[config.mk]
export PLATFORM = sky130hd
export DESIGN_NAME = div_unit
export DESIGN_NICKNAME = d
export VERILOG_FILES = /design/src/rtl/div_unit_pkg.sv /design/src/rtl/div_step.sv /design/src/rtl/div_unit.sv
export SDC_FILE = /design/constraint.sdc
export NUM_CORES = 1
export LEC_CHECK = 0
export ABC_CLOCK_PERIOD_IN_PS = 5700
export CAP_MARGIN = 5
export CORE_MARGIN = 5
export CORE_UTILIZATION = 50
export CTS_BUF_LIST = sky130_fd_sc_hd__clkbuf_4
export DETAILED_ROUTE_END_ITERATION = 8
export HOLD_SLACK_MARGIN = 0.08
export PLACE_DENSITY_LB_ADDON = 0.12
export SLEW_MARGIN = 20
export SYNTH_ARGS = -nofsm -noshare
export SYNTH_HDL_FRONTEND = slang
export SYNTH_HIERARCHICAL = 1
export SYNTH_SLANG_ARGS = --single-unit
[constraint.sdc]
create_clock -name clk -period 5.7 [get_ports clk]
set_input_delay 0.855 -clock clk [delete_from_list [all_inputs] [get_ports clk]]
set_output_delay 0.855 -clock clk [all_outputs]
set_load 0.1 [all_outputs]
[src/rtl/div_unit_pkg.sv]
// div_unit_pkg: shared defines for the execute-stage divider.
//   - div_state_e : FSM state encodings
//   - DivStart/DivStop, DivResultReady/DivResultNotReady : handshake levels
//   - DoubleRegBus : width of the {HI, LO} result bus
package div_unit_pkg;

  localparam int DoubleRegBus = 64;

  localparam logic DivStart          = 1'b1;
  localparam logic DivStop           = 1'b0;
  localparam logic DivResultReady    = 1'b1;
  localparam logic DivResultNotReady = 1'b0;

  typedef enum logic [1:0] {
    DivFree   = 2'b00,
    DivByZero = 2'b01,
    DivOn     = 2'b10,
    DivEnd    = 2'b11
  } div_state_e;

endpackage

[src/rtl/div_step.sv]
// div_step: one combinational radix-2 restoring iteration.
// Work register layout: [2W:W+1] partial remainder, [W:1] dividend bits
// still to be consumed, quotient bits shifted in at [0].
//   work_i    : work register before the iteration
//   divisor_i : divisor magnitude
//   work_o    : work register after trial subtract and shift
module div_step #(
  parameter int DATA_W = 32
) (
  input  logic [2*DATA_W:0] work_i,
  input  logic [DATA_W-1:0] divisor_i,
  output logic [2*DATA_W:0] work_o
);

  // The trial value {remainder, next dividend bit} is DATA_W+1 bits wide, so
  // compare at full width; when it is >= divisor the difference always fits
  // in DATA_W bits.
  logic              ge;
  logic [DATA_W-1:0] diff;

  always_comb begin
    ge   = work_i[2*DATA_W:DATA_W] >= {1'b0, divisor_i};
    diff = work_i[2*DATA_W-1:DATA_W] - divisor_i;
    if (ge) work_o = {diff, work_i[DATA_W-1:0], 1'b1};
    else    work_o = {work_i[2*DATA_W-1:0], 1'b0};
  end

endmodule

[src/rtl/div_unit.sv]
// div_unit: multi-cycle DIV/DIVU unit beside the execute stage.
// Radix-2 restoring division over DATA_W iterations, then sign fixup.
//   clk, rst       : clock, synchronous active-high reset
//   signed_div_i   : 1 = DIV (signed), 0 = DIVU
//   opdata1_i/2_i  : dividend / divisor, latched on the accepting edge
//   start_i        : request, held until ready_o is seen; dropping it aborts
//   annul_i        : flush the in-flight division
//   result_o       : {remainder, quotient}
//   ready_o        : result valid, held while start_i stays high
// Optional: define DIV_EARLY_OUT_EN to finish in one iteration slot when
// |dividend| < |divisor|.
module div_unit
  import div_unit_pkg::*;
#(
  parameter int DATA_W = DoubleRegBus / 2,
  parameter int CNT_W  = 6
) (
  input  logic                  clk,
  input  logic                  rst,
  input  logic                  signed_div_i,
  input  logic [DATA_W-1:0]     opdata1_i,
  input  logic [DATA_W-1:0]     opdata2_i,
  input  logic                  start_i,
  input  logic                  annul_i,
  output logic [2*DATA_W-1:0]   result_o,
  output logic                  ready_o
);

  localparam logic [CNT_W-1:0] LastCnt = CNT_W'(DATA_W);

  div_state_e          state_q, state_d;
  logic [CNT_W-1:0]    cnt_q, cnt_d;
  logic [2*DATA_W:0]   work_q, work_d, work_step;
  logic [DATA_W-1:0]   divisor_q, divisor_d;
  logic                sgn_q, sgn_d, neg1_q, neg1_d, neg2_q, neg2_d;
  logic [2*DATA_W-1:0] result_q, result_d;
  logic                ready_q, ready_d;

  logic              neg1, neg2;
  logic [DATA_W-1:0] mag1, mag2, quo_fix, rem_fix;

  div_step #(.DATA_W(DATA_W)) u_step (
    .work_i    (work_q),
    .divisor_i (divisor_q),
    .work_o    (work_step)
  );

  always_comb begin
    neg1    = signed_div_i & opdata1_i[DATA_W-1];
    neg2    = signed_div_i & opdata2_i[DATA_W-1];
    mag1    = neg1 ? -opdata1_i : opdata1_i;
    mag2    = neg2 ? -opdata2_i : opdata2_i;
    quo_fix = (sgn_q & (neg1_q ^ neg2_q)) ? -work_q[DATA_W-1:0] : work_q[DATA_W-1:0];
    rem_fix = (sgn_q & neg1_q) ? -work_q[2*DATA_W:DATA_W+1] : work_q[2*DATA_W:DATA_W+1];
  end

  always_comb begin
    state_d   = state_q;
    cnt_d     = cnt_q;
    work_d    = work_q;
    divisor_d = divisor_q;
    sgn_d     = sgn_q;
    neg1_d    = neg1_q;
    neg2_d    = neg2_q;
    result_d  = result_q;
    ready_d   = ready_q;
    unique case (state_q)
      DivFree: begin
        result_d = '0;
        ready_d  = DivResultNotReady;
        if (start_i == DivStart && !annul_i) begin
          sgn_d     = signed_div_i;
          neg1_d    = neg1;
          neg2_d    = neg2;
          divisor_d = mag2;
          cnt_d     = '0;
          if (mag2 == '0) begin
            state_d = DivByZero;
          end else begin
            state_d = DivOn;
            work_d  = {{DATA_W{1'b0}}, mag1, 1'b0};
`ifdef DIV_EARLY_OUT_EN
            // Quotient is 0 and remainder is the dividend: preload the
            // finished layout and jump straight to the fixup slot.
            if (mag1 < mag2) begin
              cnt_d  = LastCnt;
              work_d = {mag1, {DATA_W{1'b0}}, 1'b0};
            end
`endif
          end
        end
      end
      DivByZero: begin
        if (annul_i || start_i == DivStop) begin
          state_d = DivFree;
        end else begin
          state_d  = DivEnd;
          result_d = '0;
          ready_d  = DivResultReady;
        end
      end
      DivOn: begin
        if (annul_i || start_i == DivStop) begin
          state_d  = DivFree;
          result_d = '0;
          ready_d  = DivResultNotReady;
        end else if (cnt_q != LastCnt) begin
          work_d = work_step;
          cnt_d  = cnt_q + 1'b1;
        end else begin
          state_d  = DivEnd;
          cnt_d    = '0;
          result_d = {rem_fix, quo_fix};
          ready_d  = DivResultReady;
        end
      end
      DivEnd: begin
        if (annul_i || start_i == DivStop) begin
          state_d  = DivFree;
          result_d = '0;
          ready_d  = DivResultNotReady;
        end
      end
      default: state_d = DivFree;
    endcase
  end

  always_ff @(posedge clk) begin
    if (rst) begin
      state_q   <= DivFree;
      cnt_q     <= '0;
      work_q    <= '0;
      divisor_q <= '0;
      sgn_q     <= 1'b0;
      neg1_q    <= 1'b0;
      neg2_q    <= 1'b0;
      result_q  <= '0;
      ready_q   <= DivResultNotReady;
    end else begin
      state_q   <= state_d;
      cnt_q     <= cnt_d;
      work_q    <= work_d;
      divisor_q <= divisor_d;
      sgn_q     <= sgn_d;
      neg1_q    <= neg1_d;
      neg2_q    <= neg2_d;
      result_q  <= result_d;
      ready_q   <= ready_d;
    end
  end

  assign result_o = result_q;
  assign ready_o  = ready_q;

endmodule

==> parameters.txt, run 1 <==
Parameter                              Value

Outcome
  Run status ... completed

Drt
  DRT iter0 DRCs ... about 880
  Drc violations ... 0
  Count of nets left with antenna violations after detail routing ... 0
  DR pass1 iterations ... 6
  Total via count after detailed routing ... 11200
  Post-detailed-route via-to-cell ratio ... 5.68
  Total detailed-routing wirelength ... 32600 um
  Wire length per cell ... 16.5 um

Logic synthesis
  Leading register cell type out of synthesis ... sky130_fd_sc_hd__dfxtp_1
  Library cells used by synthesis ... 84
  Async set or reset register ratio after synthesis ... 0
  Syn. warnings ... 6
  Proportion of synthesized chip area in sequential cells ... 0.273
  Synthesized net count ... 1706
  Synthesized cell area ... 12700 um2
  Seq cells post-synth ... 173
  Instance count of the mapped netlist ... 1593
  Number of flops mapped to enable cells by yosys ... 0
  Synthesized area per cell ... 7.96 um2

Timing
  Hold WS ... between 0.4 and 0.5 ns
  Final setup vio count ... 0
  Final worst-path setup slack ... 1.37 ns
  Unrepaired setup endpoints after global routing ... false
  Final critical-path required period ... 4.33 ns
  Relative slew slack ... 0.325
  Least-Margin Pin Slew ... approximately 1.0 ns
  Final Hold Fails ... 0
  Total count of max-transition violations in the final report ... 0
  Share of the clock period used by the worst path after layout ... 0.759
  Sum of negative setup slack ... 0 ns
  Max Clock Freq ... 231 MHz
  Worst-case clock skew ... 0.0361 ns

GRT
  Overflow left after global routing ... 0
  Initial antenna violation count ... 1
  Gr usage total ... 0.225
  First-pass GRT wire length ... 53900 um
  Vias in the first global route ... 10400
  Maximum number of pins on one net before global-route repair ... 120

Clocking
  Number of buffers inserted by hold repair at cts ... 0
  Number of CTS-inserted buffers ... 17
  Resized Gates After CTS ... 0
  Reg clk slew, reported paths ... 0.15 ns
  Clk_lat worst skew ... slightly below 0.6 ns
  Number of levels in the clock H-tree ... 4
  Max Buffers Root-to-Sink ... 2
  Setup repair bufs after CTS ... 0
  TritonCTS Sinks ... 173
  Clock root buffer ... sky130_fd_sc_hd__clkbuf_4
  Clock tree from TritonCTS ... built

Setup path
  Critical path start-end classification ... primary input to flip-flop
  Data required time at the worst endpoint ... 6.19 ns
  Buf+Inv Stages, Crit Path ... 3
  Crit-path max cell delay ... 0.61 ns
  Number of cells on the worst reg-to-reg path ... 11
  Worst R2R End ... work_q[46]$_SDFFE_PP0P_
  CP Launch Type ... primary input
  Highest fanout seen on the critical path ... 20
  Crit end category ... flip-flop
  Delay-heaviest family, CP ... simple AND/OR/NAND/NOR gates
  Source of the worst register-to-register timing path ... work_q[39]$_SDFFE_PP0P_
  Worst-path cell with the longest stage delay ... sky130_fd_sc_hd__or4_4
  Reg2Reg Setup Slack ... 1.70 ns
  Critical Path AT ... 4.82 ns
  Sequence of cells on the critical path ... clkdlybuf4s50_1 -> inv_1 -> ha_1 -> or3b_2 -> nor2_2 -> a31oi_1 -> a2111oi_1 -> nand3_1 -> or4_4 -> o21ai_4 -> buf_4 -> mux2i_1

Power
  Power Dens Cells ... ~270 nW/um2
  Max rail drop VDD ... roughly 170 uV
  LEAKAGE ... 5.42 nW
  Pwr Total ... 3.83 mW

Min path
  Hold depth ... 2
  Worst Hold Class ... flip-flop to flip-flop
  Worst Hold Endpoint ... neg2_q$_SDFFE_PP0P_
  Worst Min Path Start ... neg2_q$_SDFFE_PP0P_

Finish
  Area added between synthesis and finish ... 11.9%
  Footprint of the flip-flops and latches ... about 3500 um2
  Filler instances ... 2447
  Multi-input logic area ... 8290 um2
  End-of-flow core utilization ... 0.565
  Net count reported at finish ... about 1700
  Fraction of layout cells with a size suffix above 1 ... 0.0639

Floorplanning
  Placeable core area ... 25100 um2
  Area of the die ... approximately 29000 um2
  Number of primary I/O pins ... between 100 and 150
  Height of the die ... 169 um
  Number of placement rows ... a little under 60
  Horizontal die dimension ... 169 um
  Initial Util ... 0.505

Placed design
  Placed wire-length estimate after detailed placement ... about 24000 um
  Gpl congestion ... 0.882
  Count of input and output buffers ... roughly 130
  Post-place setup slack ... 0.751 ns

Flow run
  Maximum capacitance violations ... 0
[cell families (layout without fill, tap and decap cells)]
group / Yosys count / in the layout / synth area share
compound gates: 380 / 380 / 0.198
xor+xnor: 144 / 144 / 0.0995
fa+ha+maj: 44 / 44 / 0.0440
buf+inv: 196 / 247 / 0.0747
flops: 173 / 173 / 0.273
mux: 95 / 95 / 0.0783
other cells: 0 / 1 / 0
simple gates: 561 / 561 / 0.232
[cell usage after synthesis (23+ instances only)]
cell / count / area share
sky130_fd_sc_hd__a22oi_1: 46 / 0.027
sky130_fd_sc_hd__mux2i_1: 62 / 0.049
sky130_fd_sc_hd__nand2b_1: 87 / 0.043
sky130_fd_sc_hd__nand3b_1: 38 / 0.022
sky130_fd_sc_hd__nor2_1: 176 / 0.052
sky130_fd_sc_hd__nand3_1: 25 / 0.0099
sky130_fd_sc_hd__buf_4: 35 / 0.021
sky130_fd_sc_hd__mux2_2: 23 / 0.020
sky130_fd_sc_hd__inv_1: 68 / 0.020
sky130_fd_sc_hd__nand2_1: 83 / 0.025
sky130_fd_sc_hd__xor2_1: 61 / 0.042
sky130_fd_sc_hd__clkbuf_1: 76 / 0.022
sky130_fd_sc_hd__xnor2_1: 83 / 0.057
sky130_fd_sc_hd__o21ai_0: 71 / 0.028
sky130_fd_sc_hd__a21oi_1: 99 / 0.039
sky130_fd_sc_hd__dfxtp_1: 173 / 0.27
sky130_fd_sc_hd__ha_1: 43 / 0.042
sky130_fd_sc_hd__a211oi_1: 32 / 0.019
sky130_fd_sc_hd__nor3_1: 33 / 0.013
[state kept, by name (all words and copies together) (netlist names)]
register   flops
work_q        65
result_o      64
divisor_q     32
cnt_q          6
state_q        2
neg1_q         1
neg2_q         1
ready_o        1
sgn_q          1
[cells in the final DEF, fill, tap and decap left out, types with 23 or more instances in the layout]
cell,instances
sky130_fd_sc_hd__o21ai_0,71
sky130_fd_sc_hd__a21oi_1,99
sky130_fd_sc_hd__clkdlybuf4s50_1,132
sky130_fd_sc_hd__a22oi_1,46
sky130_fd_sc_hd__xor2_1,61
sky130_fd_sc_hd__dfxtp_1,173
sky130_fd_sc_hd__ha_1,42
sky130_fd_sc_hd__mux2i_1,62
sky130_fd_sc_hd__inv_1,68
sky130_fd_sc_hd__nor3_1,33
sky130_fd_sc_hd__nand3_1,25
sky130_fd_sc_hd__xnor2_1,83
sky130_fd_sc_hd__nand3b_1,38
sky130_fd_sc_hd__nand2b_1,87
sky130_fd_sc_hd__nand2_1,83
sky130_fd_sc_hd__mux2_2,23
sky130_fd_sc_hd__nor2_1,176
sky130_fd_sc_hd__a211oi_1,32
[stage by stage]
stage                     cell area, um2  std cells
after global routing               14200       1975
after CTS                          14200       1974
after global placement             13900       1943
final                              14200       1975
after detailed placement           13900       1943
after floorplan                    12700       1593
[worst reg2reg max path: stages (launching register included)]
cell                       delay [ns]
sky130_fd_sc_hd__dfxtp_1         0.44
sky130_fd_sc_hd__ha_1            0.43
sky130_fd_sc_hd__nand4_1         0.18
sky130_fd_sc_hd__o21bai_1        0.21
sky130_fd_sc_hd__a2111o_1        0.43
sky130_fd_sc_hd__a311o_1         0.38
sky130_fd_sc_hd__a21o_1          0.23
sky130_fd_sc_hd__a31oi_4         0.56
sky130_fd_sc_hd__buf_4           0.44
sky130_fd_sc_hd__mux2_2          0.40
sky130_fd_sc_hd__nand3b_1        0.08
sky130_fd_sc_hd__mux2i_1         0.09
[worst max path at each step]
stage	from	end	slack, ns	depth (start not counted)
after floorplan	opdata2_i[0]	work_q[23]$_SDFFE_PP0P_	1.99	11
after detailed placement	opdata2_i[3]	work_q[28]$_SDFFE_PP0P_	0.75	10
after global routing	opdata2_i[0]	work_q[31]$_SDFFE_PP0P_	1.18	12
after global placement	opdata2_i[3]	work_q[19]$_SDFFE_PP0P_	0.76	10
final	opdata2_i[0]	work_q[28]$_SDFFE_PP0P_	1.37	12
after CTS	opdata2_i[0]	work_q[28]$_SDFFE_PP0P_	1.36	12
[metal layers]
metal / global-route usage / vias to the layer above / wire length [um] / part of all wire
li1: - / 5703 / - / -
met1: 0.339 / 5250 / 16700 / 0.51
met2: 0.346 / 227 / 14200 / 0.43
met3: 0.0307 / 30 / 1310 / 0.040
met4: 0.0434 / 0 / 374 / 0.011
met5: 0 / - / 0 / 0
[power by group]
| part | internal [mW] | switching [mW] | total, mW |
|---|---|---|---|
| Sequential | 1.30 | 0.102 | 1.40 |
| Combinational | 0.664 | 0.964 | 1.63 |
| Clock | 0.318 | 0.478 | 0.796 |
| Total | 2.28 | 1.54 | 3.83 |
[layout make-up]
cell class | instances | share of cell area
antenna | 1 | 0.000176
clock buffer | 18 | 0.00952
clock inverter | 13 | 0.0124
inverter | 69 | 0.0184
multi-input combinational | 1224 | 0.584
sequential | 173 | 0.244
tap | 330 | 0.0291
timing repair buffer | 147 | 0.102
Power figures use the tool's default switching activity.
==> run 2, diff against run 1 <==
- ABC_CLOCK_PERIOD_IN_PS: 5700 -> 4500
- clock period: 5.7 -> 4.5 ns (I/O delays scaled with it)
==> run 2 against run 1 <==
Via count rose by 0.26%. Non-clock buffer count rose by 10. Sequential power rose by 27%.
==> parameters.txt, run 2 (synthesis gave the netlist of run 1 again) <==
Parameter                              Value

Placed design
  Placed cell count ... 1953 (+0.51%)
  Count of input and output buffers ... 133 (unchanged)
  Post-place setup slack ... 0.130 ns (-0.622 ns)
  Placed wire-length estimate after detailed placement ... 24400 um (+1.1%)
  Gpl congestion ... 0.911 (+3.4%)

Drt
  DR pass1 iterations ... 5 (-1)
  DRT iter0 DRCs ... 863 (-2.4%)
  Wire length per cell ... 16.6 um (+0.44%)
  Count of nets left with antenna violations after detail routing ... 0 (unchanged)
  Total detailed-routing wirelength ... 32900 um (+0.99%)
  Total via count after detailed routing ... 11200 (+0.26%)
  Post-detailed-route via-to-cell ratio ... 5.66 (-0.30%)
  Drc violations ... 0 (unchanged)

Timing
  Total count of max-transition violations in the final report ... 0 (unchanged)
  Final setup vio count ... 0 (unchanged)
  Share of the clock period used by the worst path after layout ... 0.840
  Relative slew slack ... 0.332 (+0.00645)
  Least-Margin Pin Slew ... 0.999 ns (-0.0122 ns)
  Worst-case clock skew ... 0.0454 ns (+0.00927 ns)
  Final critical-path required period ... 3.78 ns
  Max Clock Freq ... 265 MHz
  Sum of negative setup slack ... 0 ns (unchanged)
  Final worst-path setup slack ... 0.722 ns (-0.649 ns)
  Final Hold Fails ... 0 (unchanged)
  Unrepaired setup endpoints after global routing ... false

Setup path
  Data required time at the worst endpoint ... 4.94 ns (-1.25 ns)
  Source of the worst register-to-register timing path ... work_q[39]$_SDFFE_PP0P_
  Crit end category ... flip-flop
  CP Launch Type ... primary input
  Number of cells on the worst reg-to-reg path ... 11 (unchanged)
  Reg2Reg Setup Slack ... 0.85 ns (-0.85 ns)
  Critical Path AT ... 4.22 ns (-0.60 ns)
  Worst R2R End ... work_q[58]$_SDFFE_PP0P_
  Critical path start-end classification ... primary input to flip-flop
  Highest fanout seen on the critical path ... 20 (unchanged)

Finish
  Net count reported at finish ... 1755 (+0.57%)
  Flip-flop count of the largest register, all copies and words added ... 65 (unchanged)
  Number of standard cells in the layout, taps in and fillers out ... 1986 (+0.56%)
  Register name with the most flops ... work_q
  Fraction of layout cells with a size suffix above 1 ... 0.0695 (+0.00566)
  End-of-flow core utilization ... 0.569 (+0.00379)
  Area added between synthesis and finish ... 12.7%
  Top library cells by usage in the layout, fill and taps aside ... 176 x sky130_fd_sc_hd__nor2_1, 173 x sky130_fd_sc_hd__dfxtp_1, 132 x sky130_fd_sc_hd__clkdlybuf4s50_1
  Most common cell after layout, fill and taps aside ... sky130_fd_sc_hd__nor2_1

Floorplanning
  Area of the die ... 28600 um2 (unchanged)
  Height of the die ... 169 um (unchanged)
  Placeable core area ... 25100 um2 (unchanged)
  Number of primary I/O pins ... 134 (unchanged)
  Initial Util ... 0.505 (unchanged)
  Horizontal die dimension ... 169 um (unchanged)
  Number of placement rows ... 58 (unchanged)

Min path
  Worst Min Path Start ... neg2_q$_SDFFE_PP0P_
  Worst Hold Endpoint ... neg2_q$_SDFFE_PP0P_
  Worst Hold Class ... flip-flop to flip-flop
  Hold depth ... 2 (unchanged)

Clocking
  Clock tree from TritonCTS ... built
  Clock root buffer ... sky130_fd_sc_hd__clkbuf_4
  Setup repair bufs after CTS ... 0 (unchanged)
  Reg clk slew, reported paths ... 0.15 ns (about the same)
  Number of buffers inserted by hold repair at cts ... 0 (unchanged)
  Resized Gates After CTS ... 0 (unchanged)
  Clk_lat worst skew ... 0.57 ns (about the same)
  TritonCTS Sinks ... 173 (unchanged)
  Number of levels in the clock H-tree ... 4 (unchanged)
  Number of CTS-inserted buffers ... 17 (unchanged)
  Max Buffers Root-to-Sink ... 2 (unchanged)

Power
  Power Dens Cells ... 339 nW/um2 (+26%)
  Max rail drop VDD ... 318 uV (+90%)
  LEAKAGE ... 5.47 nW (+0.88%)

GRT
  Vias in the first global route ... 10400 (-0.31%)
  Gr usage total ... 0.223 (-0.00181)
  First-pass GRT wire length ... 53500 um (-0.90%)
  Overflow left after global routing ... 0 (unchanged)
  Maximum number of pins on one net before global-route repair ... 147 (+23%)
  Initial antenna violation count ... 1 (unchanged)

Flow run
  Maximum capacitance violations ... 0 (unchanged)

Outcome
  Run status ... completed
-- run 2: final cells by class --
cell class / instances / area [um2]
inverter: 69 / 262
fill: 2454 / 10800
tap: 330 / 413
clock buffer: 18 / 135
clock inverter: 13 / 156
sequential: 173 / 3460
multi-input combinational: 1224 / 8290
timing repair buffer: 157 / 1560
antenna: 2 / 5.00
-- run 2: how the worst max path moves through the flow --
stage	from	endpoint	slack (ns)	cells past startpoint
3_3_place_gp	opdata2_i[0]	work_q[32]$_SDFFE_PP0P_	0.18	12
6_report	opdata2_i[0]	work_q[32]$_SDFFE_PP0P_	0.72	12
3_5_place_dp	opdata2_i[0]	work_q[23]$_SDFFE_PP0P_	0.13	12
5_1_grt	opdata2_i[0]	work_q[12]$_SDFFE_PP0P_	0.59	13
4_1_cts	opdata2_i[0]	work_q[32]$_SDFFE_PP0P_	0.75	12
2_1_floorplan	opdata2_i[0]	work_q[23]$_SDFFE_PP0P_	0.97	11
-- run 2: worst max-delay path, stage by stage --
cell                              delay [ns]
sky130_fd_sc_hd__clkdlybuf4s50_1        0.46
sky130_fd_sc_hd__inv_1                  0.08
sky130_fd_sc_hd__ha_1                   0.21
sky130_fd_sc_hd__or3b_2                 0.53
sky130_fd_sc_hd__nor2_2                 0.19
sky130_fd_sc_hd__a31oi_1                0.10
sky130_fd_sc_hd__a2111oi_1              0.48
sky130_fd_sc_hd__nand3_1                0.15
sky130_fd_sc_hd__or4_4                  0.60
sky130_fd_sc_hd__o21ai_4                0.19
sky130_fd_sc_hd__buf_12                 0.20
sky130_fd_sc_hd__mux2_1                 0.34
-- run 2: metal layers --
layer | global-route usage | vias to the layer above | routed length, um
met2 | 0.338 | 263 | 14300
met4 | 0.0588 | 0 | 459
met1 | 0.334 | 5230 | 16600
li1 | - | 5716 | -
met3 | 0.0305 | 30 | 1540
met5 | 0 | - | 0
-- run 2: through the flow --
stage / total power [mW] / hold WS (ns) / cell area (um2)
2_1_floorplan: 3.45 / 0.436 / 12700
3_3_place_gp: 3.87 / 0.449 / 14000
3_5_place_dp: 3.89 / 0.466 / 14000
4_1_cts: 4.86 / 0.484 / 14300
5_1_grt: 5.17 / 0.507 / 14300
6_report: 4.84 / 0.485 / 14300
-- run 2: report_power, final --
part           internal, mW  total (mW)  switching, mW
Combinational         0.869        2.10           1.24
Sequential             1.65        1.78          0.130
Clock                 0.347       0.958          0.611
Total                  2.86        4.84           1.98
